### src/rtl/bp_fe_pkg.sv
// Frontend shared types: predictor-update payload struct (width-parameterised via macro)
// and the encoding of which training source produced an update.
`ifndef BP_FE_PKG_SV
`define BP_FE_PKG_SV

`define BP_FE_DECLARE_PRED_UPDATE_S(vaddr_width_mp, meta_width_mp) \
  typedef struct packed { \
    logic [vaddr_width_mp-1:0] pc; \
    logic [meta_width_mp-1:0]  meta; \
    logic                      taken; \
    logic                      ntaken; \
    logic                      nonbr; \
    bp_fe_upd_src_e            src; \
  } bp_fe_pred_update_s

package bp_fe_pkg;

  typedef enum logic {
    e_upd_src_attaboy  = 1'b0,
    e_upd_src_redirect = 1'b1
  } bp_fe_upd_src_e;

  localparam int vaddr_width_gp = 39;
  localparam int meta_width_gp  = 64;

  `BP_FE_DECLARE_PRED_UPDATE_S(vaddr_width_gp, meta_width_gp);

endpackage

`endif

### src/rtl/bp_fe_pred_update_fifo.sv
// Attaboy buffer: valid/ready in, valid/yumi out, flush clears it at the next edge.
// Head is visible one cycle after enqueue; ready reflects occupancy only, not a same-cycle dequeue.
module bp_fe_pred_update_fifo
  import bp_fe_pkg::*;
 #(parameter int width_p = 8,
   parameter int els_p   = 4,
   localparam int ptr_width_lp = $clog2(els_p),
   localparam int cnt_width_lp = $clog2(els_p + 1))
  (input  logic                    clk_i,
   input  logic                    reset_n_i,
   input  logic                    flush_i,
   input  logic                    v_i,
   input  logic [width_p-1:0]      data_i,
   output logic                    ready_o,
   output logic                    v_o,
   output logic [width_p-1:0]      data_o,
   input  logic                    yumi_i,
   output logic [cnt_width_lp-1:0] count_o);

  logic [width_p-1:0]      mem_q [els_p];
  logic [ptr_width_lp-1:0] wptr_q, wptr_d, rptr_q, rptr_d;
  logic [cnt_width_lp-1:0] count_q, count_d;
  logic                    enq, deq;

  assign ready_o = (count_q < cnt_width_lp'(els_p));
  assign v_o     = (count_q != '0);
  assign data_o  = mem_q[rptr_q];
  assign count_o = count_q;
  assign enq     = v_i & ready_o & ~flush_i;
  assign deq     = yumi_i & v_o & ~flush_i;

  // Power-of-two depth lets the pointers wrap by plain overflow.
  always_comb begin
    wptr_d  = wptr_q;
    rptr_d  = rptr_q;
    count_d = count_q;
    if (flush_i) begin
      wptr_d  = '0;
      rptr_d  = '0;
      count_d = '0;
    end else begin
      if (enq) wptr_d = wptr_q + ptr_width_lp'(1);
      if (deq) rptr_d = rptr_q + ptr_width_lp'(1);
      count_d = count_q + cnt_width_lp'(enq) - cnt_width_lp'(deq);
    end
  end

  always_ff @(posedge clk_i or negedge reset_n_i) begin
    if (!reset_n_i) begin
      wptr_q  <= '0;
      rptr_q  <= '0;
      count_q <= '0;
    end else begin
      wptr_q  <= wptr_d;
      rptr_q  <= rptr_d;
      count_q <= count_d;
    end
  end

  always_ff @(posedge clk_i) begin
    if (enq) mem_q[wptr_q] <= data_i;
  end

endmodule

### src/rtl/bp_fe_pred_update_arb.sv
// Arbitrates redirect and attaboy training into one registered predictor update.
// Redirects win unless attaboys have starved; the output holds until upd_yumi_i.
module bp_fe_pred_update_arb
  import bp_fe_pkg::*;
 #(parameter int vaddr_width_p  = 39,
   parameter int meta_width_p   = 64,
   parameter int fifo_els_p     = 4,
   parameter int starve_limit_p = 8,
   localparam int occ_width_lp    = $clog2(fifo_els_p + 1),
   localparam int starve_width_lp = $clog2(starve_limit_p + 1))
  (input  logic                     clk_i,
   input  logic                     reset_n_i,
   input  logic                     redir_v_i,
   input  logic [vaddr_width_p-1:0] redir_pc_i,
   input  logic [meta_width_p-1:0]  redir_meta_i,
   input  logic                     redir_taken_i,
   input  logic                     redir_ntaken_i,
   input  logic                     redir_nonbr_i,
   output logic                     redir_yumi_o,
   input  logic                     ab_v_i,
   input  logic [vaddr_width_p-1:0] ab_pc_i,
   input  logic [meta_width_p-1:0]  ab_meta_i,
   input  logic                     ab_taken_i,
   input  logic                     ab_ntaken_i,
   output logic                     ab_ready_o,
   input  logic                     flush_i,
   output logic                     upd_v_o,
   output logic [vaddr_width_p-1:0] upd_pc_o,
   output logic [meta_width_p-1:0]  upd_meta_o,
   output logic                     upd_taken_o,
   output logic                     upd_ntaken_o,
   output logic                     upd_nonbr_o,
   output logic                     upd_src_o,
   input  logic                     upd_yumi_i,
   output logic [occ_width_lp-1:0]  occupancy_o);

  `BP_FE_DECLARE_PRED_UPDATE_S(vaddr_width_p, meta_width_p);

  bp_fe_pred_update_s         ab_in, ab_head, redir_upd, upd_q, upd_d;
  logic                       upd_v_q, upd_v_d;
  logic [starve_width_lp-1:0] starve_q, starve_d;
  logic                       ab_head_v, ab_avail, starve_sat, load_ok;
  logic                       force_ab, grant_redir, grant_ab;

  assign ab_in     = '{pc: ab_pc_i, meta: ab_meta_i, taken: ab_taken_i, ntaken: ab_ntaken_i,
                       nonbr: 1'b0, src: e_upd_src_attaboy};
  assign redir_upd = '{pc: redir_pc_i, meta: redir_meta_i, taken: redir_taken_i,
                       ntaken: redir_ntaken_i, nonbr: redir_nonbr_i, src: e_upd_src_redirect};

  bp_fe_pred_update_fifo #(
    .width_p($bits(bp_fe_pred_update_s)),
    .els_p  (fifo_els_p)
  ) ab_fifo (
    .clk_i    (clk_i),
    .reset_n_i(reset_n_i),
    .flush_i  (flush_i),
    .v_i      (ab_v_i),
    .data_i   (ab_in),
    .ready_o  (ab_ready_o),
    .v_o      (ab_head_v),
    .data_o   (ab_head),
    .yumi_i   (grant_ab),
    .count_o  (occupancy_o)
  );

  // A flushing FIFO cannot be dequeued, so its head is not offered to the arbiter.
  assign ab_avail    = ab_head_v & ~flush_i;
  assign starve_sat  = (starve_q == starve_width_lp'(starve_limit_p));
  assign load_ok     = ~upd_v_q | upd_yumi_i;
  assign force_ab    = starve_sat & ab_avail;
  assign grant_redir = load_ok & redir_v_i & ~force_ab;
  assign grant_ab    = load_ok & ab_avail & (force_ab | ~redir_v_i);

  assign redir_yumi_o = grant_redir;

  always_comb begin
    starve_d = starve_q;
    if (flush_i || !ab_head_v || grant_ab) starve_d = '0;
    else if (grant_redir && !starve_sat)   starve_d = starve_q + starve_width_lp'(1);
  end

  always_comb begin
    upd_v_d = upd_v_q;
    upd_d   = upd_q;
    if (load_ok) begin
      upd_v_d = grant_redir | grant_ab;
      if (grant_redir)   upd_d = redir_upd;
      else if (grant_ab) upd_d = ab_head;
    end
  end

  always_ff @(posedge clk_i or negedge reset_n_i) begin
    if (!reset_n_i) begin
      upd_v_q  <= 1'b0;
      upd_q    <= '0;
      starve_q <= '0;
    end else begin
      upd_v_q  <= upd_v_d;
      upd_q    <= upd_d;
      starve_q <= starve_d;
    end
  end

  assign upd_v_o      = upd_v_q;
  assign upd_pc_o     = upd_q.pc;
  assign upd_meta_o   = upd_q.meta;
  assign upd_taken_o  = upd_q.taken;
  assign upd_ntaken_o = upd_q.ntaken;
  assign upd_nonbr_o  = upd_q.nonbr;
  assign upd_src_o    = upd_q.src;

endmodule

### config.mk
export PLATFORM = sky130hd
export DESIGN_NAME = bp_fe_pred_update_arb
export DESIGN_NICKNAME = d
export VERILOG_FILES = /design/src/rtl/bp_fe_pkg.sv /design/src/rtl/bp_fe_pred_update_fifo.sv /design/src/rtl/bp_fe_pred_update_arb.sv
export SDC_FILE = /design/constraint.sdc
export NUM_CORES = 1
export LEC_CHECK = 0
export ABC_AREA = 1
export CAP_MARGIN = 20
export CELL_PAD_IN_SITES_DETAIL_PLACEMENT = 0
export CELL_PAD_IN_SITES_GLOBAL_PLACEMENT = 2
export CORE_ASPECT_RATIO = 1.75
export CORE_UTILIZATION = 40
export CTS_BUF_LIST = sky130_fd_sc_hd__clkbuf_2 sky130_fd_sc_hd__clkbuf_4 sky130_fd_sc_hd__clkbuf_8
export CTS_CLUSTER_SIZE = 28
export DETAILED_ROUTE_END_ITERATION = 16
export PLACE_DENSITY = 0.92
export SETUP_SLACK_MARGIN = 0.4
export SKIP_LAST_GASP = 1
export SYNTH_ARGS = -nofsm -noshare
export SYNTH_HDL_FRONTEND = slang
export SYNTH_SLANG_ARGS = --single-unit
### constraint.sdc
create_clock -name clk_i -period 13.4 [get_ports clk_i]
set_input_delay 1.34 -clock clk_i [delete_from_list [all_inputs] [get_ports clk_i]]
set_output_delay 1.34 -clock clk_i [all_outputs]
set_load 0.01 [all_outputs]
# Word-level counts from Yosys, hierarchy flattened

Memory sizes are Yosys's and may differ from the RTL's.
Cells that the tools add are included.
W data, S select, Z words.

Add/subtract/negate cells: 5
Order comparisons: 1
Equality and inequality tests: 1
Muxes and demuxes: 11
Bitwise gates (word level): 17
Reductions and logical operators: 11

Operator list:

| operator              | count |
|---|---|
| $mux W107             | 2 |
| $and A1 B1 Y1         | 10 |
| $mux W2               | 4 |
| $mux W4               | 2 |
| $reduce_bool A2 Y1    | 4 |
| $add A2 B1 Y2 const B | 2 |
| $add A4 B1 Y4 const B | 1 |
| $eq A4 B4 Y1 const B  | 1 |
| $not A1 Y1            | 4 |
| $add A3 B1 Y3         | 1 |
| $lt A3 B3 Y1 const B  | 1 |
| $mux W3               | 1 |
| $or A1 B1 Y1          | 3 |
| $reduce_bool A3 Y1    | 1 |
| $sub A3 B1 Y3         | 1 |
| $logic_not A1 Y1      | 2 |
| $logic_or A1 B1 Y1    | 2 |
| $mux W1               | 2 |
| $reduce_and A2 Y1     | 1 |
| $logic_and A1 B1 Y1   | 1 |

Bits in registers: 119
Memory bits (writable): 420
Input bits: 217
Output and inout port bits: 113
Word-level logic and storage cells: 58
Memories kept: 1

Memories:

| memory        | words | width | rd ports | clocked after Yosys merged registers in | wr ports | line                         | RTL |
|---|---|---|---|---|---|---|---|
| ab_fifo.mem_q | 4     | 105   | 1        | 0                                       | 1        | bp_fe_pred_update_fifo.sv:20 | `logic [width_p-1:0] mem_q [els_p];` |

# Longest topological paths before layout

Gate-level depths: netlist of run 1.

Word-level depth: 9
Depth in mapped cells: 15
Depth with buffers taken out: 15

# Cells and area by module

From an unflattened synthesis of run 1, not the netlist that was laid out.

Cell total of the unflattened synthesis: 1,708
Area, all modules: 21,320.4 µm²

Modules (own cells, without submodules):

| module                 | instances | cells an instance | area an instance (µm²) |
|---|---|---|---|
| bp_fe_pred_update_fifo | 1         | 1,092             | 16,280.6 |
| bp_fe_pred_update_arb  | 1         | 616               | 5,039.8 |

# Least setup slack after synthesis of run 1

Ideal clock, no wire load.

Path kind: input to register
Start point: input flush_i
End point: memory ab_fifo.mem_q[0][0] (netlist bit) (enable)
Setup time: 0.570 ns
Data arrival time: 6.171 ns
Path slack: 6.659 ns
Cell stages on the path: 3
Buffers on the path: 0
Path through: nor3_1 -> inv_1 -> nor2_1

Word-level cells in the longest chain between the ends: 4

Ends and longest elaborated chain:

| what                          | line                         | RTL |
|---|---|---|
| start: declaration            | bp_fe_pred_update_arb.sv:26  | `input logic flush_i,` |
| $not A1 Y1                    | bp_fe_pred_update_fifo.sv:29 | `assign enq = v_i & ready_o & ~flush_i;` |
| $and A1 B1 Y1                 | bp_fe_pred_update_fifo.sv:29 |  |
| $mux W1                       | bp_fe_pred_update_fifo.sv:61 | `if (enq) mem_q[wptr_q] <= data_i;` |
| $mux W1 (not written as such) | bp_fe_pred_update_fifo.sv:61 |  |
| end: declaration              | bp_fe_pred_update_fifo.sv:20 |  |

No other way between the ends.

# Worst setup path in the final report of run 1

Start point: input redir_v_i
End point: output redir_yumi_o

Word-level cells in the longest chain between the ends: 2

Ends and longest elaborated chain:

| what                       | line                        | RTL |
|---|---|---|
| start: declaration         | bp_fe_pred_update_arb.sv:13 | `input logic redir_v_i,` |
| $and A1 B1 Y1 (2 in a row) | bp_fe_pred_update_arb.sv:71 | `assign grant_redir = load_ok & redir_v_i & ~force_ab;` |
| end: declaration           | bp_fe_pred_update_arb.sv:19 | `output logic redir_yumi_o,` |

No other way between the ends.

==> out/metrics.yaml, run 1 <==
placed_design:
  dp_slack_ns: 8.00
  portBuffers: 329
  place_hpwl_um: 32700
  gp_congestion: 0.713
setup_path:
  worstSetupStartpointType: "input pin"
  timing.rr.start: "ab_fifo.rptr_q[0]$_DFFE_PN0P_"
  end_kind: "output port"
  crit_fanout: 113
  worstPathArrival_ns: 3.98
  required_ns: 12.06
  crit_type: "in2out"
  crit_path_start: "redir_v_i"
clock_tree:
  postCtsResizedCells: 0
  cts_tree: "done"
  cts_hold_buf: 0
  root_buffer: "clkbuf_8"
  max-clock-path-buffers: 3
  ctsHtreeMaxLevel: 3
  postCtsSetupBuffers: 0
  clk_pin_slew_ns: 0.06
  cts_sinks: 539
  clock_latency_ns: 0.63
  numCtsBuffers: 78
timing:
  period_share: 0.397
  grt_setup_unrepaired: "no"
  slew_violations: 0
  worst_hold_slack_ns: 0.470
  hold_viol_final: 0
  setup_tns_ns: 0
  finalClockSkew_ns: 0.0308
  fmax_mhz: 188
  max_slew_margin: 0.282
  setup_violations: 0
  worst_pin_slew_ns: 1.08
  fin_ws_ns: 8.08
  period_minus_slack_ns: 5.32
power:
  leakage_nw: 10.4
  pwr_density_cell_mw_per_mm2: 169
  ir_drop_v: 0.000114
hold_path:
  hold_path_class: "reg2reg"
  hold_start: "upd_nonbr_o$_DFFE_PN0P_"
global_routing:
  overflow: 0
  grt_max_degree: 129
  grt_pass1_vias: 15100
  grt.total_usage: 0.202
  grt_first_pass_wirelength_um: 83800
  antenna_found_initial: 12
drt:
  wl_um: 55400
  antenna_left: 0
  drt_iter0_drc: 936
  dr.pass1.iters: 6
  vias: 15000
  wl_per_cell_um: 18.7
  drc: 0
  vias_per_cell: 5.07
die:
  start_util: 0.404
  fp-row-count: 112
  core_area_mm2: 0.0533
  die_w_um: 177
  ios: 330
  die-area_mm2: 0.0547
  die_height_um: 309
layout:
  mostFrequentLayoutCell: "nand2_1"
  nNetsFinal: 2429
  drive_above_1_share: 0.0741
  area_growth_pct: 25.5
  layout_common_cells: "nand2_1 (734), edfxtp_1 (420), clkdlybuf4s50_1 (328), nand3_1 (239), o21ai_0 (179)"
synth:
  synth_top_cell_by_area: "edfxtp_1"
  async_flop_share: 0.221
  synth_area_mm2: 0.0215
  syn_nets: 2117
  synth_top_area_frac: 0.586
  syn_area_per_cell_um2: 11.4
  synthFlopType: "edfxtp_1"
  seq_area_frac_synth: 0.725
  synth_cells: 1891
  yosys_warnings: 0
  synth-seq-cells: 539
  synth_edf_count: 420
  yosysUniqueCellTypes: 28
  synthTopCellsByArea: "edfxtp_1 (59%), dfrtp_1 (14%), nand2_1 (13%)"
run_status:
  status: "complete, no violations"
run:
  cap_violations: 0
==> registers in the layout, indices dropped and copies added, names as in the netlist, 2 cells and up <==
register / count
ab_fifo.rptr_q: 2
upd_pc_o: 39
ab_fifo.count_o: 3
upd_meta_o: 64
starve_q: 4
ab_fifo.mem_q: 420
ab_fifo.wptr_q: 2
==> cell families after synthesis <==
kind of cell	Yosys count	synth area share
adders and majority gates	9	0.00558
AOI/OAI and AO/OA	197	0.0461
xor gates and xnor gates	4	0.00163
buffers and inverters	141	0.0300
and+or+nand+nor	1001	0.192
DFF	539	0.725
==> layout make-up <==
class                           count  area, um2
Fill cell                        4678      26300
Sequential cell                   539      15600
Multi-Input combinational cell   1211       5320
Timing Repair Buffer              347       3430
Clock buffer                      113       1410
Tap cell                          684        856
Clock inverter                     30        250
Inverter                           26        105
Antenna cell                       10       25.0
==> path summary, 6_finish.rpt <==
path | end | slack, ns | cells past startpoint
worst max register to register | upd_pc_o[35]$_DFFE_PN0P_ | 9.70 | 8
worst min-delay path | upd_nonbr_o$_DFFE_PN0P_ | 0.47 | 2
max in group asynchronous | ab_fifo.rptr_q[0]$_DFFE_PN0P_ | 11.26 | 2
worst min register to register | upd_nonbr_o$_DFFE_PN0P_ | 0.47 | 2
worst max-delay path | redir_yumi_o | 8.08 | 5
min in group asynchronous | upd_pc_o[20]$_DFFE_PN0P_ | 0.70 | 1
==> Yosys cell counts (5+ instances only) <==
| master | count |
|---|---|
| buf_6 | 5 |
| edfxtp_1 | 420 |
| ha_1 | 8 |
| buf_1 | 6 |
| nor2_1 | 7 |
| buf_2 | 59 |
| o21ai_0 | 179 |
| inv_1 | 22 |
| nand3_1 | 239 |
| nand2_1 | 734 |
| o21ai_1 | 14 |
| nand4_1 | 14 |
| clkbuf_1 | 44 |
| dfrtp_1 | 119 |
==> per-layer routing <==
layer | part of all wire | vias up | track usage | wire, um
met2 | 0.53 | 440 | 0.371 | 29500
li1 | - | 7144 | - | -
met3 | 0.059 | 98 | 0.0433 | 3250
met5 | 0.0012 | - | 0 | 69
met1 | 0.38 | 7301 | 0.223 | 21000
met4 | 0.028 | 10 | 0.0845 | 1560
==> stage by stage <==
| stage | std cells | cell area (um2) | power, mW | utilization |
|---|---|---|---|---|
| final | 2960 | 27000 | 4.55 | 0.507 |
| after global routing | 2957 | 27000 | 4.79 | 0.507 |
| after CTS | 2950 | 27000 | 4.62 | 0.506 |
| after detailed placement | 2807 | 25300 | 3.23 | 0.475 |
| after global placement | 2807 | 25300 | 3.20 | 0.475 |
| after floorplan | 1891 | 21500 | 2.68 | - |
==> worst max-delay path: stages <==
cell and delay [ns]:
clkdlybuf4s50_1 0.51, a21boi_0 0.57, nand2_8 0.47, inv_2 0.47, clkdlybuf4s50_1 0.61
==> power breakdown <==
group	total (mW)	switching [mW]	internal, mW
combinational	1.03	0.565	0.468
sequential	2.15	0.117	2.03
clock	1.37	0.617	0.756
total	4.55	1.30	3.26
(Power assumes the default switching activity.)
==> inputs of run 2 (changes only) <==
Settings changed: CORE_UTILIZATION 40 to 33, PLACE_DENSITY 0.92 to 0.82.
Clock period 13.4 ns to 4.5 ns, I/O delays scaled along.
==> run 2 against run 1 <==
Against the previous run: clock skew down 0.010 ns; cell count up 4.6%; sequential power rose to 3.0 times the previous value; sequential cell count unchanged; combinational power rose to 3.1 times the previous value; count of clock-buffer cells in the layout down 4; wire length up 0.91%; largest cell class unchanged.
==> out/metrics.yaml, run 2 (synthesized netlist as in run 1, its figures left out) <==
run_status:
  status: "complete, no violations"
layout:
  largest_reg_flops: 420
  fin_area_mm2: 0.0275
  regArea_mm2: 0.0156
  regMostFlops: "ab_fifo.mem_q"
  drive_above_1_share: 0.0769
  fin_cells: 3097
  area_growth_pct: 27.7
  nNetsFinal: 2439
  mostFrequentLayoutCell: "nand2_1"
  fillers: 5949
  multiInputGateArea_mm2: 0.00532
  layout_common_cells: "nand2_1 (734), edfxtp_1 (420), clkdlybuf4s50_1 (328), nand3_1 (239), o21ai_0 (179)"
clock_tree:
  cts_tree: "done"
  root_buffer: "clkbuf_8"
  cts_sinks: 539
  max-clock-path-buffers: 3
  clock_latency_ns: 0.66
  postCtsSetupBuffers: 0
  ctsHtreeMaxLevel: 3
  numCtsBuffers: 81
  clk_pin_slew_ns: 0.06
timing:
  max_slew_margin: 0.406
  period_minus_slack_ns: 3.07
  setup_tns_ns: 0
  fmax_mhz: 325
  worst_hold_slack_ns: 0.349
  period_share: 0.683
  grt_setup_unrepaired: "no"
  finalClockSkew_ns: 0.0206
  hold_viol_final: 0
  worst_pin_slew_ns: 0.891
  slew_violations: 0
  setup_violations: 0
global_routing:
  grt_first_pass_wirelength_um: 86300
  grt_pass1_vias: 15300
  overflow: 0
  grt.total_usage: 0.169
  antenna_found_initial: 11
  grt_max_degree: 204
setup_path:
  worstSetupStartpointType: "register"
  crit_type: "reg2out"
  reg2reg_depth: 15
  required_ns: 4.05
  worstPathArrival_ns: 2.62
  timing.rr.end: "ab_fifo.count_o[2]$_DFF_PN0_"
  crit_fanout: 17
  rrSetupSlack_ns: 1.57
  cp_slowest_cell: "clkdlybuf4s50_1"
  max_stage_delay_ns: 0.62
  timing.rr.start: "starve_q[0]$_DFFE_PN0P_"
  crit_chain: "a21boi_0 -> nand2_8 -> inv_2 -> clkdlybuf4s50_1"
  end_kind: "output port"
drt:
  vias_per_cell: 4.79
  dr.pass1.iters: 7
  vias: 14800
  wl_um: 55900
  drt_iter0_drc: 706
  drc: 0
  wl_per_cell_um: 18.1
  antenna_left: 0
placed_design:
  gp_congestion: 0.740
  dp.cells: 2940
  place_hpwl_um: 33200
  portBuffers: 329
  place_area_mm2: 0.0256
die:
  die_height_um: 340
  core_area_mm2: 0.0643
  die_w_um: 195
  die-area_mm2: 0.0662
  ios: 330
  start_util: 0.334
  fp-row-count: 123
run:
  cap_violations: 0
power:
  p_seq_frac: 0.458
  p_comb_frac: 0.227
  p_int_mw: 9.96
  p_switching_mw: 3.93
  pwr_density_cell_mw_per_mm2: 506
  p_sw_frac: 0.283
  leakage_nw: 10.5
  pwr-share-clk: 0.315
  ir_drop_v: 0.000307
hold_path:
  hold_path_class: "in2async"
[run 2: power groups by stage]
stage	Sequential [mW]	Combinational, mW	Clock (mW)
final	6.36	3.15	4.38
after global routing	6.43	3.50	4.70
after CTS	6.37	3.20	4.51
after detailed placement	6.46	3.19	0
after global placement	6.46	3.14	0
after floorplan	6.64	1.33	0
[run 2: final cells by class]
class,instances,share of cell area
diodes,8,0.000729
multi-input cells,1211,0.194
clock buffers,109,0.0505
clock inverters,38,0.0143
well taps,812,0.0370
repair buffers,354,0.132
inverters,26,0.00383
flip-flops and latches,539,0.568
[run 2: how the worst max path moves through the flow]
stage	start	endpoint	cells after the start
final	upd_v_o$_DFFE_PN0P_	redir_yumi_o	4
after floorplan	ab_fifo.count_o[2]$_DFF_PN0_	ab_fifo.mem_q[0][0]$_DFFE_PP_	3
after global placement	flush_i	upd_pc_o[20]$_DFFE_PN0P_	9
after CTS	starve_q[0]$_DFFE_PN0P_	upd_pc_o[3]$_DFFE_PN0P_	11
after global routing	starve_q[0]$_DFFE_PN0P_	ab_fifo.count_o[2]$_DFF_PN0_	15
after detailed placement	flush_i	upd_meta_o[38]$_DFFE_PN0P_	9
[run 2: timing repair]
item                       4_1_cts  5_1_grt
hold endpoints to repair        67        0
setup endpoints to repair        0        0
gates resized for setup          0        0
hold buffers                     1        0
[run 2: stage by stage]
stage,util,power [mW],setup WS (ns)
after global placement,0.399,9.60,1.00
after detailed placement,0.399,9.64,0.956
after global routing,0.427,14.6,1.28
final,0.427,13.9,1.43
after floorplan,-,7.97,0.353
after CTS,0.426,14.1,1.27
[run 2: routing by layer]
layer	vias up	wire length, um	global-route usage
li1	7170	-	-
met1	7149	21900	0.186
met2	434	29700	0.310
met3	90	3110	0.0389
met4	6	1160	0.0735
met5	-	34	0
[run 2: critical path: cells and delay by family (launching register included)]
family,cells,cell delay [ns]
buffers and inverters,2,0.90
AOI/OAI and AO/OA,1,0.57
DFF,1,0.40
and+or+nand+nor,1,0.08
==> inputs of run 3 (changes only) <==
Clock period 4.5 ns to 2.7 ns, I/O delays scaled along.
==> run 3 against run 2 <==
Against the previous run: via count rose by 1.7%; die area did not move; register-to-register slack got worse by 1.1 ns; utilization rose by 0.68 points; global-route usage rose by 0.39 points; sequential power rose by 67%; wire length rose by 5.0%; sequential share of layout area fell by 0.89 points; clock skew fell by 0.0014 ns; combinational power rose by 73%; cell count rose by 1.4%; highest routed layer unchanged.
==> out/metrics.yaml, run 3 (synthesized netlist as in run 1, its figures left out) <==
clock_tree:
  ctsHtreeMaxLevel: 3
  root_buffer: "clkbuf_8"
  clk_pin_slew_ns: 0.07
  cts_tree: "done"
  clock_latency_ns: 0.68
  max-clock-path-buffers: 3
  cts_sinks: 539
  numCtsBuffers: 80
layout:
  layout_common_cells: "nand2_1 (732), edfxtp_1 (420), clkdlybuf4s50_1 (327), nand3_1 (239), o21ai_0 (178)"
  multiInputGateArea_mm2: 0.00536
  drive_above_1_share: 0.100
  largest_reg_flops: 420
  nNetsFinal: 2477
  fillers: 6003
  fin_area_mm2: 0.0279
  area_growth_pct: 29.8
  regMostFlops: "ab_fifo.mem_q"
  regArea_mm2: 0.0156
  mostFrequentLayoutCell: "nand2_1"
setup_path:
  worstPathArrival_ns: 2.76
  required_ns: 3.26
  cp_slowest_cell: "fa_2"
  crit_family: "adder cells"
  worstSetupStartpointType: "register"
  crit_type: "reg2reg"
  end_kind: "register"
  max_stage_delay_ns: 0.52
  critPathBufInv: 4
  crit_fanout: 3
  crit_chain: "inv_2 -> ha_4 -> nand2_1 -> nor2_2 -> nand3_2 -> nand2_4 -> nand2_2 -> inv_2 -> ha_1 -> inv_1 -> ha_1 -> inv_1 -> fa_2 -> nor2_1"
power:
  pwr_density_cell_mw_per_mm2: 824
  p_sw_frac: 0.289
  ir_drop_v: 0.000463
  p_comb_frac: 0.237
  p_switching_mw: 6.65
  leakage_nw: 10.8
  p_seq_frac: 0.462
  power_mw: 23.0
  pwr-share-clk: 0.301
  p_int_mw: 16.3
timing:
  grt_setup_unrepaired: "no"
  worst_pin_slew_ns: 0.788
  fmax_mhz: 455
  slew_violations: 0
  finalClockSkew_ns: 0.0192
  fin_ws_ns: 0.503
  period_share: 0.814
  setup_violations: 0
  period_minus_slack_ns: 2.20
  max_slew_margin: 0.475
  hold_viol_final: 0
  setup_tns_ns: 0
drt:
  dr.pass1.iters: 5
  vias: 15100
  vias_per_cell: 4.81
  antenna_left: 0
  wl_per_cell_um: 18.7
  wl_um: 58700
  drt_iter0_drc: 766
  drc: 0
global_routing:
  grt_pass1_vias: 15500
  grt_max_degree: 121
  antenna_found_initial: 15
  grt_first_pass_wirelength_um: 87200
  grt.total_usage: 0.173
  overflow: 0
die:
  fp-row-count: 123
  die_w_um: 195
  die_height_um: 340
  start_util: 0.334
  core_area_mm2: 0.0643
  die-area_mm2: 0.0662
  ios: 330
run_status:
  status: "complete, no violations"
placed_design:
  place_area_mm2: 0.0260
  gp_congestion: 0.737
  portBuffers: 329
  place_hpwl_um: 35500
  dp_slack_ns: 0.148
hold_path:
  hold_path_class: "in2async"
run:
  cap_violations: 0
run 3: cell count changes in the layout (fill, tap and decap cells not counted), moves of 3 or more:
cell       before  now
buf_4          12   37
buf_12         12   20
clkinv_2       10   16
bufinv_16       8    3
inv_1          21   17
inv_2           3    7
buf_6           1    4
clkinv_1       14   11
run 3: area by class of cell:
| cell class | count | share of cell area |
|---|---|---|
| timing repair buffer | 393 | 0.147 |
| multi-input combinational | 1211 | 0.192 |
| sequential | 539 | 0.559 |
| clock buffer | 113 | 0.0512 |
| clock inverter | 37 | 0.00964 |
| antenna | 9 | 0.000807 |
| tap | 812 | 0.0364 |
| inverter | 26 | 0.00377 |
run 3: path summary, 6_finish.rpt:
check,from,endpoint,slack (ns),cells past startpoint
worst max-delay path,starve_q[0]$_DFFE_PN0P_,ab_fifo.count_o[1]$_DFF_PN0_,0.50,14
worst min-delay path,reset_n_i,upd_pc_o[24]$_DFFE_PN0P_,0.14,2
worst max register to register,starve_q[0]$_DFFE_PN0P_,ab_fifo.count_o[1]$_DFF_PN0_,0.50,14
worst min register to register,upd_nonbr_o$_DFFE_PN0P_,upd_nonbr_o$_DFFE_PN0P_,0.47,2
max in group asynchronous,reset_n_i,ab_fifo.rptr_q[1]$_DFFE_PN0P_,1.86,3
min in group clk_i,redir_meta_i[34],upd_meta_o[34]$_DFFE_PN0P_,0.17,3
run 3: routing by layer:
layer / up-vias / GRT usage / wire [um] / part of all wire
li1: 7256 / - / - / -
met1: 7299 / 0.191 / 22600 / 0.38
met2: 436 / 0.316 / 31200 / 0.53
met3: 100 / 0.0418 / 3550 / 0.060
met4: 12 / 0.0723 / 1380 / 0.023
met5: - / 0 / 66 / 0.0011
run 3: power groups by stage:
stage | combinational (mW) | clock (mW) | sequential (mW)
final | 5.45 | 6.92 | 10.6
after floorplan | 2.23 | 0 | 11.1
after detailed placement | 5.45 | 0 | 10.8
after global routing | 6.04 | 7.47 | 10.7
after CTS | 5.48 | 7.16 | 10.6
after global placement | 5.36 | 0 | 10.8
run 3: stage by stage:
step / cells / util / hold WS (ns)
final: 3140 / 0.434 / 0.141
after global placement: 2971 / 0.405 / 0.297
after CTS: 3126 / 0.432 / 0.0859
after detailed placement: 2971 / 0.405 / 0.303
after global routing: 3140 / 0.434 / 0.116
after floorplan: 1891 / - / -0.0256
run 3: timing repair:
item / in CTS / in global routing
hold buffers: 1 / 0
setup endpoints to repair: 3 / 56
endpoints found under the hold margin: 57 / 0
setup buffers: 4 / 3
pin swaps: 3 / 4
gates cloned: 0 / 2
gates resized for setup: 7 / 11
